$ cat src/rtl/cordic_pkg.sv
// Shared constants and types for the rotation and vectoring CORDIC pair.
// Latency: none (declarations only).
// Backpressure: none (declarations only).
package cordic_pkg;

    // Fixed-point formats at the block boundaries.
    localparam int MAG_W     = 12;  // unsigned 4.8 magnitude
    localparam int MAG_FRAC  = 8;
    localparam int PHASE_W   = 21;  // unsigned, full scale 2^21 = one turn
    localparam int CART_W    = 12;  // signed s3.8 cartesian
    localparam int CART_FRAC = 8;

    // Internal datapath formats.
    localparam int XY_FRAC     = 14;  // x/y carry 14 fractional bits
    localparam int IW_DEFAULT  = 20;  // sign + 5 int + 14 frac
    localparam int ZW_DEFAULT  = 22;  // residual angle, same LSB as phase

    // Inverse CORDIC gain, 1.14 unsigned (0.607239).
    localparam int              KINV_W = 14;
    localparam logic [KINV_W-1:0] KINV = 14'h26DD;

    // Arctangent table: 18 entries, so iteration count is legal in 12..18.
    localparam int ATAN_N       = 18;
    localparam int ATAN_W       = 19;
    localparam int ATAN_IDX_W   = 5;
    localparam int ITER_DEFAULT = 18;
    localparam int ITER_MIN     = 12;

    // Quadrant taken from the top two phase bits.
    typedef enum logic [1:0] {
        QUAD_0   = 2'd0,
        QUAD_90  = 2'd1,
        QUAD_180 = 2'd2,
        QUAD_270 = 2'd3
    } quad_t;

    // Rotator control states.
    typedef enum logic [1:0] {
        ST_IDLE = 2'd0,
        ST_ITER = 2'd1,
        ST_POST = 2'd2
    } rot_state_t;

    // atan(2^-i) expressed in phase LSBs (360/2^21 deg).
    function automatic logic [ATAN_W-1:0] atan_lut(input logic [ATAN_IDX_W-1:0] idx);
        logic [ATAN_W-1:0] v;
        case (idx)
            5'd0:    v = 19'h40000;
            5'd1:    v = 19'h25C81;
            5'd2:    v = 19'h13F67;
            5'd3:    v = 19'h0A222;
            5'd4:    v = 19'h05162;
            5'd5:    v = 19'h028BB;
            5'd6:    v = 19'h0145F;
            5'd7:    v = 19'h00A30;
            5'd8:    v = 19'h00518;
            5'd9:    v = 19'h0028B;
            5'd10:   v = 19'h00146;
            5'd11:   v = 19'h000A3;
            5'd12:   v = 19'h00051;
            5'd13:   v = 19'h00029;
            5'd14:   v = 19'h00014;
            5'd15:   v = 19'h0000A;
            5'd16:   v = 19'h00005;
            5'd17:   v = 19'h00003;
            default: v = '0;
        endcase
        return v;
    endfunction

endpackage

$ cat src/rtl/cordic_rotator_if.sv
// Polar-in / rectangular-out bus for the rotation CORDIC.
// Latency: none (wires only).
// Backpressure: in_ready gates the input side; the result side cannot stall.
interface cordic_rotator_if;
    import cordic_pkg::*;

    logic                     in_valid;
    logic                     in_ready;
    logic [MAG_W-1:0]         in_mag;
    logic [PHASE_W-1:0]       in_phase;
    logic                     out_valid;
    logic signed [CART_W-1:0] out_x;
    logic signed [CART_W-1:0] out_y;

    // Producer of samples / consumer of results.
    modport master (
        output in_valid, in_mag, in_phase,
        input  in_ready, out_valid, out_x, out_y
    );

    // The rotator itself.
    modport slave (
        input  in_valid, in_mag, in_phase,
        output in_ready, out_valid, out_x, out_y
    );
endinterface

$ cat src/rtl/cordic_rot_post.sv
// Quadrant restore, round half-up to s3.8 and saturate the converged x/y.
// Latency: combinational; the parent registers the result.
// Backpressure: none.
module cordic_rot_post
    import cordic_pkg::*;
#(
    parameter int IW = IW_DEFAULT
) (
    input  quad_t                    quad,
    input  logic signed [IW-1:0]     x,
    input  logic signed [IW-1:0]     y,
    output logic signed [CART_W-1:0] res_x,
    output logic signed [CART_W-1:0] res_y
);
    // One guard bit so negating the most negative x/y cannot wrap.
    localparam int EW = IW + 1;
    localparam int SH = XY_FRAC - CART_FRAC;
    localparam logic signed [EW-1:0] HALF   = EW'(1 << (SH - 1));
    localparam logic signed [EW-1:0] SAT_HI = EW'((1 << (CART_W - 1)) - 1);
    localparam logic signed [EW-1:0] SAT_LO = EW'(-(1 << (CART_W - 1)));

    logic signed [EW-1:0] xe;
    logic signed [EW-1:0] ye;
    logic signed [EW-1:0] sel_x;
    logic signed [EW-1:0] sel_y;

    assign xe = {x[IW-1], x};
    assign ye = {y[IW-1], y};

    // Add half an output LSB, drop the extra fraction bits, clamp to s3.8.
    function automatic logic signed [CART_W-1:0] round_sat(input logic signed [EW-1:0] v);
        logic signed [EW-1:0] r;
        r = (v + HALF) >>> SH;
        if (r > SAT_HI) begin
            return SAT_HI[CART_W-1:0];
        end else if (r < SAT_LO) begin
            return SAT_LO[CART_W-1:0];
        end else begin
            return r[CART_W-1:0];
        end
    endfunction

    // Rotate the first-quadrant result back by a multiple of 90 degrees.
    always_comb begin
        sel_x = xe;
        sel_y = ye;
        case (quad)
            QUAD_0: begin
                sel_x = xe;
                sel_y = ye;
            end
            QUAD_90: begin
                sel_x = -ye;
                sel_y = xe;
            end
            QUAD_180: begin
                sel_x = -xe;
                sel_y = -ye;
            end
            QUAD_270: begin
                sel_x = ye;
                sel_y = -xe;
            end
            default: begin
                sel_x = xe;
                sel_y = ye;
            end
        endcase
    end

    assign res_x = round_sat(sel_x);
    assign res_y = round_sat(sel_y);

endmodule

$ cat src/rtl/cordic_rotator.sv
// Iterative rotation-mode CORDIC: polar (4.8 magnitude, 21-bit phase) to s3.8 x/y.
// Latency: ITER+1 cycles from accept to the one-cycle out_valid; one sample every ITER+2 cycles.
// Backpressure: in_ready high only when idle; results are not stallable.
module cordic_rotator
    import cordic_pkg::*;
#(
    parameter int ITER = ITER_DEFAULT,  // legal range ITER_MIN..ATAN_N
    parameter int IW   = IW_DEFAULT,
    parameter int ZW   = ZW_DEFAULT
) (
    input logic             clk,
    input logic             rst,
    cordic_rotator_if.slave bus
);
    localparam int CW       = $clog2(ITER);
    localparam int PROD_W   = MAG_W + KINV_W + 1;
    localparam int QUAD_LSB = PHASE_W - 2;

    rot_state_t               state;
    rot_state_t               state_nxt;
    logic [CW-1:0]            cnt;
    quad_t                    quad;
    logic signed [IW-1:0]     x;
    logic signed [IW-1:0]     y;
    logic signed [ZW-1:0]     z;
    logic signed [IW-1:0]     x_shr;
    logic signed [IW-1:0]     y_shr;
    logic signed [IW-1:0]     x_load;
    logic signed [ZW-1:0]     atan_z;
    logic [PROD_W-1:0]        prod;
    logic                     accept;
    logic                     last_iter;
    logic signed [CART_W-1:0] post_x;
    logic signed [CART_W-1:0] post_y;
    logic signed [CART_W-1:0] out_x_r;
    logic signed [CART_W-1:0] out_y_r;
    logic                     out_valid_r;

    assign accept    = bus.in_valid && (state == ST_IDLE);
    assign last_iter = (cnt == CW'(ITER - 1));

    // Pre-scale by 1/K so the CORDIC gain lands the result at unit scale.
    // 4.8 * 1.14 gives 22 fraction bits; truncating 8 leaves the 14 used inside.
    assign prod   = PROD_W'(bus.in_mag) * PROD_W'(KINV);
    assign x_load = IW'(prod >> MAG_FRAC);

    assign x_shr  = x >>> cnt;
    assign y_shr  = y >>> cnt;
    assign atan_z = ZW'(atan_lut(ATAN_IDX_W'(cnt)));

    // Control state register.
    always_ff @(posedge clk or posedge rst) begin
        if (rst) begin
            state <= ST_IDLE;
        end else begin
            state <= state_nxt;
        end
    end

    // Next state: idle until accept, ITER micro-rotations, one output cycle.
    always_comb begin
        state_nxt = state;
        case (state)
            ST_IDLE: if (accept) state_nxt = ST_ITER;
            ST_ITER: if (last_iter) state_nxt = ST_POST;
            ST_POST: state_nxt = ST_IDLE;
            default: state_nxt = ST_IDLE;
        endcase
    end

    // Datapath: load on accept, rotate toward z=0, capture result in POST.
    always_ff @(posedge clk or posedge rst) begin
        if (rst) begin
            cnt         <= '0;
            quad        <= QUAD_0;
            x           <= '0;
            y           <= '0;
            z           <= '0;
            out_x_r     <= '0;
            out_y_r     <= '0;
            out_valid_r <= 1'b0;
        end else begin
            out_valid_r <= (state == ST_POST);
            case (state)
                ST_IDLE: begin
                    if (accept) begin
                        // Top two phase bits pick the quadrant; the rest is
                        // 0..<90 deg, inside the CORDIC convergence range.
                        quad <= quad_t'(bus.in_phase[PHASE_W-1 -: 2]);
                        z    <= ZW'(bus.in_phase[QUAD_LSB-1:0]);
                        x    <= x_load;
                        y    <= '0;
                        cnt  <= '0;
                    end
                end
                ST_ITER: begin
                    if (!z[ZW-1]) begin
                        x <= x - y_shr;
                        y <= y + x_shr;
                        z <= z - atan_z;
                    end else begin
                        x <= x + y_shr;
                        y <= y - x_shr;
                        z <= z + atan_z;
                    end
                    cnt <= last_iter ? '0 : cnt + 1'b1;
                end
                ST_POST: begin
                    out_x_r <= post_x;
                    out_y_r <= post_y;
                end
                default: begin
                    cnt <= '0;
                end
            endcase
        end
    end

    cordic_rot_post #(
        .IW (IW)
    ) u_post (
        .quad  (quad),
        .x     (x),
        .y     (y),
        .res_x (post_x),
        .res_y (post_y)
    );

    assign bus.in_ready  = (state == ST_IDLE);
    assign bus.out_valid = out_valid_r;
    assign bus.out_x     = out_x_r;
    assign bus.out_y     = out_y_r;

endmodule

$ cat src/flat_wrapper.sv
// flat-port wrapper written by rule: the top's interface ports become plain ports
module cordic_rotator_flat import cordic_pkg::*;
#(
    parameter int ITER = ITER_DEFAULT,                                 
    parameter int IW   = IW_DEFAULT,
    parameter int ZW   = ZW_DEFAULT
)
  (clk, rst, bus_in_valid, bus_in_mag, bus_in_phase, bus_in_ready, bus_out_valid, bus_out_x, bus_out_y);
  cordic_rotator_if bus_i ();
  input logic clk;
  input logic rst;
  input wire logic [$bits(bus_i.in_valid)-1:0] bus_in_valid;
  input wire logic [$bits(bus_i.in_mag)-1:0] bus_in_mag;
  input wire logic [$bits(bus_i.in_phase)-1:0] bus_in_phase;
  output wire logic [$bits(bus_i.in_ready)-1:0] bus_in_ready;
  output wire logic [$bits(bus_i.out_valid)-1:0] bus_out_valid;
  output wire logic [$bits(bus_i.out_x)-1:0] bus_out_x;
  output wire logic [$bits(bus_i.out_y)-1:0] bus_out_y;
  assign bus_i.in_valid = bus_in_valid;
  assign bus_i.in_mag = bus_in_mag;
  assign bus_i.in_phase = bus_in_phase;
  assign bus_in_ready = bus_i.in_ready;
  assign bus_out_valid = bus_i.out_valid;
  assign bus_out_x = bus_i.out_x;
  assign bus_out_y = bus_i.out_y;
  cordic_rotator #(.ITER(ITER), .IW(IW), .ZW(ZW)) u_core (.clk(clk), .rst(rst), .bus(bus_i));
endmodule
$ cat config.mk
export PLATFORM = sky130hd
export DESIGN_NAME = cordic_rotator_flat
export DESIGN_NICKNAME = d
export VERILOG_FILES = /design/src/rtl/cordic_pkg.sv /design/src/rtl/cordic_rotator_if.sv /design/src/rtl/cordic_rot_post.sv /design/src/rtl/cordic_rotator.sv /design/src/flat_wrapper.sv
export SDC_FILE = /design/constraint.sdc
export NUM_CORES = 1
export LEC_CHECK = 0
export CAP_MARGIN = 25
export CORE_AREA = 2 2 173 175
export CTS_CLUSTER_DIAMETER = 50
export DETAILED_ROUTE_END_ITERATION = 10
export DIE_AREA = 0 0 175 177
export GPL_TIMING_DRIVEN = 0
export PLACE_DENSITY = 0.83
export SYNTH_ARGS = -nofsm -noshare
export SYNTH_HDL_FRONTEND = slang
export SYNTH_HIERARCHICAL = 1
export SYNTH_SLANG_ARGS = --single-unit
$ cat constraint.sdc
create_clock -name clk -period 12.7 [get_ports clk]
set_input_delay 1.27 -clock clk [delete_from_list [all_inputs] [get_ports clk]]
set_output_delay 1.27 -clock clk [all_outputs]
set_load 0.03 [all_outputs]
Word level (Yosys, flattened, before mapping)
Memories as Yosys holds them, arrays and structs flattened.
Cells that the tools add are included.
- register bits: 96
- ROM bits: 608
- input bits: 36
- output and inout port bits: 26
- logic and storage cells: 66
- memories: 1
- memory list (memory ; depth ; width ; read ports ; clocked after Yosys merged registers in ; write ports ; line ; source):
    (no name shown) ; 32 ; 19 ; 1 ; 0 ; 0 ; cordic_pkg.sv:47 ; case (idx)
- add/sub/neg operators: 11
- multiply operators: 1
- $lt $le $gt $ge: 4
- equality and inequality tests: 8
- shift operators: 2
- multiplexer cells: 21
- bitwise operators: 1
- reductions and logical operators: 8
- operators with widths (cell ; count):
    21-bit case mux with 4 select lines ; 2
    20-bit two-way mux ; 4
    20-bit case mux with 2 select lines ; 2
    12-bit two-way mux ; 4
    22-bit two-way mux ; 2
    22-bit case mux with 2 select lines ; 1
    21-bit by 7-bit adder with 21-bit output (second input constant) ; 2
    20-bit negator with 21-bit output ; 2
    20-bit adder ; 2
    20-bit by 5-bit >>> shifter with 20-bit output ; 2
    20-bit subtractor ; 2
    15-bit by 12-bit > comparator with 1-bit output (second input constant) ; 2
    15-bit by 12-bit less-than comparator with 1-bit output (second input constant) ; 2
    12-bit by 14-bit multiplier with 26-bit output (second input constant) ; 1
    22-bit by 20-bit adder with 22-bit output ; 1
    22-bit by 20-bit subtractor with 22-bit output ; 1
    5-bit case mux with 3 select lines ; 1
    5-bit two-way mux ; 2
    2-bit AND reduction ; 4
    2-bit == test (second input constant) ; 3
    5-bit by 1-bit adder with 5-bit output (second input constant) ; 1
    5-bit == test (second input constant) ; 1
    2-bit by 1-bit == test with 1-bit output (second input constant) ; 2
    2-bit zero test ; 2
    6 further kinds ; 8

Longest topological paths before layout
- depth in word-level cells: 6
- mapped depth: 26
- depth with buffers taken out: 23

By module
The synthesis kept the hierarchy.
- by module, submodules not included (module ; instances ; cells each ; area an instance (µm²) ; seq. area each (µm²)):
    cordic_rotator ; 1 ; 1546 ; 13569.3 ; 2402.3
    cordic_rot_post ; 1 ; 417 ; 2822.7 ; 0.0

Worst setup path after synthesis
OpenSTA, ideal clock, no wires.
- path type: input to register
- from: input bus_in_mag[9]
- to: register u_core.x[17]
- setup time: 140 ps
- data arrival time: 6014 ps
- required time: 12560 ps
- slack: 6546 ps
- cell stages on the path: 20
- buffers on the path: 0
- path through: fa_1 > inv_1 > fa_1 > inv_1 > fa_1 > fa_1 > inv_1 > fa_1 > inv_1 > ha_1 > a21o_1 > a21o_1 > a21oi_1 > nor4b_1 > a21oi_1 > a41o_1 > o31a_1 > nor2_1 > mux2i_1 > a211oi_1
- longest elaborated chain between the ends: 3
- RTL lines (what ; line ; source):
    from (decl) ; flat_wrapper.sv:13 ; input wire logic [$bits(bus_i.in_mag)-1:0] bus_in_mag;
    12-bit by 14-bit multiplier with 26-bit output ; cordic_rotator.sv:44 ; assign prod = PROD_W'(bus.in_mag) * PROD_W'(KINV);
    20-bit two-way mux ; cordic_rotator.sv:86 ; if (accept) begin
    20-bit case mux with 2 select lines ; cordic_rotator.sv:84 ; case (state)
    to (signal assigned) ; cordic_rotator.sv:91 ; x <= x_load;
    to (signal assigned) ; cordic_rotator.sv:98 ; x <= x - y_shr;
    to (signal assigned) ; cordic_rotator.sv:102 ; x <= x + y_shr;
    to (decl) ; cordic_rotator.sv:23 ; logic signed [IW-1:0] x;
No other way between the ends. The select of a mux whose other input is x is not followed.
A chain may end at the register's enable or synchronous reset.

Worst setup path after layout
- from: input bus_in_mag[4]
- to: register u_core.x[17]
Same word-level chain as after synthesis.

==> reports/summary.txt <==
Worst Hold Class - reg2reg
first-pass GRT wire length - 89690 microns
met3 WL - 6130 microns
CTS buffer count - 9
Worst slew margin - 33.51%
area leader, netlist - dfrtp_1
fill cell count - 2562
post-synth net total - 2209
largest net degree at the start of global routing - 60
Remaining Overflow, GRT - 0
Tmin final - 6899 ps
Crit. Startpoint - bus_in_mag[4]
Final nets - 2283
HP Start - u_core/quad[1]
worst setup margin - 5801 ps
Area growth, synth to finish - 8.908%
post-synthesis async set-or-reset flop share - 100.0%
GP Congestion - 1.077
Tightest Pin Transition - 997.4 ps
# setup viols final - 0
Clock Tree Buf Depth - 2
clock slew at reported path FFs - 70 ps
EDFF count, synth - 0
initial antenna violation count - 0
crit path kind - in2reg
layout cells sized above 1 - 10.33%
yosys warns - 6
post-CTS setup buffers - 0
number of max-cap violations - 0
Slew Limit Fails - 0
critical-path cell list - clkdlybuf4s50_1, ha_1, inv_1, fa_1, inv_1, fa_1, fa_1, inv_1, fa_1, inv_1, ha_1, and3_1, and3_1, a22o_1, o21ai_0, a21oi_1, a41o_1, o31a_1, nor2_1, mux2i_1, a211oi_1
Final Hold Viols - 0
Die Width - 175 microns
root buf cell - clkbuf_16
ys flop type - dfrtp_1
Avg Inst Size Synth - 8.350 sq um
Iter 0 DRT Violations - 1787
DR vias - 16100
Critical Path AT - 7110 ps
Core Area - 0.02924 sq mm
CP peak stage delay - 590 ps
CP Buf/Inv Count - 5
leading post-synthesis cells by cell area - dfrtp_1 15%, ha_1 11%, fa_1 7.9%
die height - 177 microns
Max Freq - 145.0 MHz
Initial Utilization - 56.05%
post_cts resized - 0
clock latency on the worst-skew pair - 370 ps
Cell Area, Synth - 0.01639 sq mm
hold_ws - 480.4 ps
Antenna Nets Post-Route - 0
crit share post-route - 54.32%
Max H-tree Level - 3
full die area - 0.03098 sq mm
clock net sink count - 96
port bufs - 61
M1 wire length - 23920 microns
sequential-to-total area share from yosys stat - 14.66%
io pins - 62
total track usage - 37.60%
highest routed layer - met4
distinct cell type count after synthesis - 108
R2R Path Start - u_core/cnt[0]
Yosys reg bits - 96
Worst Path Required - 12910 ps
Avg WL per Cell - 23.73 microns
highest-delay cell along the critical path - clkdlybuf4s50_1
row count - 63
clock skew - 14.81 ps
final design utilization - 61.04%
drt first pass iters - 6
CTS Hold Buffers Added - 0
Max FO, Critical Path - 6
final WL - 57720 microns
post-synth top area share - 14.66%
Post-DP HPWL - 45480 microns
status - finished, final reports clean
Worst Setup Start Kind - input pin
# diodes - 0
delay-heaviest family, CP - adder cells
Worst setup EP type - flip-flop
RSZ-0062 raised after global routing - false
Gate Count Post-Synth - 1963
pre-CTS setup slack - 5427 ps
DR vias/cell - 6.621
setup tns final - 0 ps
DRC viols - 0
met2 wire length - 25670 microns
number of global-route vias before repair - 15540
CTS tree - done
[flip-flops by register name, summed over array words and instances (netlist names)]
signal                flops
u_core/quad               2
u_core/x                 20
u_core/y                 20
u_core/bus.out_x         12
u_core/z                 22
u_core/state              2
u_core/bus.out_y         12
u_core/bus.out_valid      1
u_core/cnt                5
[cells by family (layout without fill, tap and decap cells)]
kind of cell	Yosys count	after routing	share of synthesized area, %
adders and majority gates	210	210	19.01
buffers and inverters	268	347	6.801
xor gates and xnor gates	144	144	7.694
muxes	128	128	11.36
and+or+nand+nor	569	569	17.20
AOI/OAI and AO/OA	548	548	23.28
DFF	96	96	14.66
[Yosys cell counts (all sizes together), types with 14 or more instances]
cell and count:
o31ai 26, mux2 44, mux4 42, nor3 35, xor2 64, clkbuf 68, a21o 26, nand2b 20
nand2 177, a22oi 17, ha 145, o22ai 14, o21ai 105, a211oi 28, inv 149, o211ai 17
a31oi 39, nor2b 29, nand3 31, and3 22, or3 18, or2 15, xnor2 80, mux2i 42
fa 65, a21oi 135, nor2 150, o21a 20, buf 47, dfrtp 96
[layout make-up]
type	instances	area, sq um	area share, %
tap	390	488.0	2.733
multi-input combinational	1599	12870	72.12
clock inverter	4	77.57	0.4345
buffer	115	540.5	3.028
inverter	153	576.8	3.231
clock buffer	12	246.5	1.381
sequential	96	2402	13.46
timing repair buffer	63	645.6	3.616
[stage by stage]
step | instance area, sq um | cells
after floorplan | 16390 | 1963
after global placement | 17490 | 2414
after detailed placement | 17530 | 2416
after CTS | 17850 | 2432
after global routing | 17850 | 2432
final | 17850 | 2432
[worst register-to-register path, cell delays in order, from the launching register on]
cell and delay, ps:
dfrtp_1 470, buf_6 220, buf_2 340, inv_2 70, buf_2 280, ha_1 450
mux2_2 290, a22oi_1 200, o21bai_1 140, or4_1 460, nor2_1 200, nand3_1 100
nor3b_1 290, nor2_1 120, xnor2_1 250, ha_1 330, nand2_1 110, nor3_1 60
and3_1 170, a311oi_1 310, o21ai_0 250, a2111oi_0 480, nor3_1 120, o41ai_1 480
mux2i_1 280, o22ai_1 90
[cell usage in the layout, fill, tap and decap left out, types with 16 or more instances in the layout]
master	instances
nand2b_1	20
and3_1	22
a31oi_1	39
o21a_1	20
o21ai_0	84
dfrtp_1	96
a21o_1	26
o211ai_1	16
nor2_1	149
nor2b_1	28
clkdlybuf4s50_1	61
buf_2	21
xnor2_1	80
fa_1	65
ha_1	145
mux2_2	43
xor2_1	64
nor3_1	32
mux2i_1	42
inv_1	146
a21oi_1	126
or3_1	17
nand3_1	31
clkbuf_1	70
a22oi_1	17
nand2_1	176
a211oi_1	26
o31ai_1	24
mux4_2	42
[metal layers]
metal  track usage [%]  vias to the layer above
met2             59.17                      862
li1                  -                     7273
met3             9.665                      138
met5                 0                        -
met4             13.02                        0
met1             50.33                     7830
[path summary, 6_finish.rpt]
path                            slack [ps]             end  cells after the start
min in group asynchronous             1280    u_core/y[11]                      2
worst min register to register         480  u_core/quad[1]                      2
worst max register to register        5980    u_core/z[21]                     25
worst max-delay path                  5800    u_core/x[17]                     21
max in group asynchronous            10670     u_core/x[1]                      3
worst min-delay path                   480  u_core/quad[1]                      2
Power is left out: the tool's default activity adds up to more than one toggle a clock period on the data nets, which glitch-free logic cannot reach.
==> edit, RTL diff (config.mk and constraints unchanged) <==
`ATAN_W`: 19 -> 38.
--- a/src/rtl/cordic_pkg.sv
+++ b/src/rtl/cordic_pkg.sv
@@ -21,7 +21,7 @@
 
     // Arctangent table: 18 entries, so iteration count is legal in 12..18.
     localparam int ATAN_N       = 18;
-    localparam int ATAN_W       = 19;
+    localparam int ATAN_W       = 38;
     localparam int ATAN_IDX_W   = 5;
     localparam int ITER_DEFAULT = 18;
     localparam int ITER_MIN     = 12;
Check against the original RTL: no difference found for any inputs over 10 cycles, from zero or initial values and one cycle with rst high; that may be too few to reach the edited logic, so the function may still have changed.
==> edit against the original RTL <==
Worst setup slack improved by 110 ps. Wire length increased by 6.1%. Critical path depth decreased by 2. Synthesized area increased by 2.0%. Sequential share of layout area decreased by 0.22 points. Hold slack improved by 25 ps. Design area increased by 1.7%. Sequential cell count unchanged. First-iteration DRC count increased by 6.9%. Clock skew about the same. Highest routed layer is now met5.
Power is left out: the tool's default activity adds up to more than one toggle a clock period on the data nets, which glitch-free logic cannot reach.
==> edit: results (changes against the original RTL) <==
* Netlist cell types at 116 (+7.4%)
* Met2 WL post-DR at 26.7 mm (+4.0%)
* Largest net degree at the start of global routing at 53 (-12%)
* Clk_skew at 15.1 ps (+0.322 ps)
* Drt total wl at 61.2 mm (+6.1%)
* Status: finished clean
* Dpl cell area at 17800 um2 (+1.8%)
* Clock-cell share at 1.70% (-0.12 points)
* Post-synthesis xor/xnor area fraction at 7.33% (-0.36 points)
* Worst-Margin Slew at 1080 ps (+82.4 ps)
* All-Layer GR Usage at 40.0% (+2.3 points)
* Mux cell area share after synthesis at 10.7% (-0.64 points)
* Via density at 6.73 (+1.7%)
* Critical path's largest stage delay at 690 ps (+100 ps)
* Multi-input combinational area share at 72.2% (+0.097 points)
* RR Startpoint: u_core/cnt[1]$_DFFE_PP0P_
* Top FF cell, synth: dfrtp_1
* Seq cells post-synth at 96 (unchanged)
* Regs by FF count: u_core/z x22, u_core/x x20, u_core/y x20
* Multi-In Gates at 1619 (+1.3%)
* Reg2reg path depth at 21 (-16%)
* Syn avg cell area at 8.43 um2 (+0.98%)
* # fillers at 2516 (-1.8%)
* Routed WL per cell at 25.0 um (+5.3%)
* Worst skew pair latency at 390 ps (+20 ps)
* Critical Path AT at 7060 ps (-50 ps)
* Initial antenna violation count at 2 (+2)
* Routed wl met3 at 6.63 mm (+8.2%)
* Ranking of synthesized cells by area: dfrtp_1 (14%), ha_1 (11%), fa_1 (7.8%), mux4_2 (4.9%), a21oi_1 (4.0%)
* RD Place Congestion at 1.07 (-0.46%)
* Max Used Layer: met5
* DRT Pass-1 Iters at 6 (unchanged)
* Inverter count at 151 (-1.3%)
* Chip width at 175 um (unchanged)
* Clock buffers at 9 (-3)
* Vias in the first global route at 16000 (+3.1%)
* Global-route wire length before repair at 94.5 mm (+5.4%)
* FF-to-FF setup slack at 6580 ps (+600 ps)
* Post-synthesis sequential area ratio at 14.4% (-0.28 points)
* Initial drt markers at 1910 (+6.9%)
* Met1 WL at 25.7 mm (+7.4%)
* Post-synthesis adder-cell area fraction at 18.6% (-0.36 points)
* Compound-cell area share of the yosys netlist at 24.1% (+0.86 points)
* Nets@finish at 2301 (+0.79%)
* Syn Nets at 2228 (+0.86%)
* Met2 Use GR at 61.2% (+2.0 points)
* Placed insts at 2434 (+0.75%)
* Post-synth top cells: nand2_1 (150), inv_1 (146), ha_1 (145)
edit: how the worst min path moves through the flow:
stage | start | end | slack (ps) | depth (start not counted)
after detailed placement | u_core/z[19]$_DFFE_PP0P_ | u_core/z[19]$_DFFE_PP0P_ | 490 | 1
final | u_core/z[19]$_DFFE_PP0P_ | u_core/z[19]$_DFFE_PP0P_ | 510 | 1
after CTS | u_core/z[19]$_DFFE_PP0P_ | u_core/z[19]$_DFFE_PP0P_ | 510 | 1
after floorplan | u_core/z[20]$_DFFE_PP0P_ | u_core/z[20]$_DFFE_PP0P_ | 460 | 2
after global placement | u_core/z[20]$_DFFE_PP0P_ | u_core/z[20]$_DFFE_PP0P_ | 470 | 2
after global routing | u_core/bus.out_x[0]$_DFFE_PP0P_ | u_core/bus.out_x[0]$_DFFE_PP0P_ | 520 | 1
edit: metrics by stage:
stage	worst slack [ps]	utilization [%]
CTS	5890	62.1
global placement	5570	60.9
floorplan	6630	-
global route	5540	62.1
detailed placement	5500	61.0
finish	5910	62.1
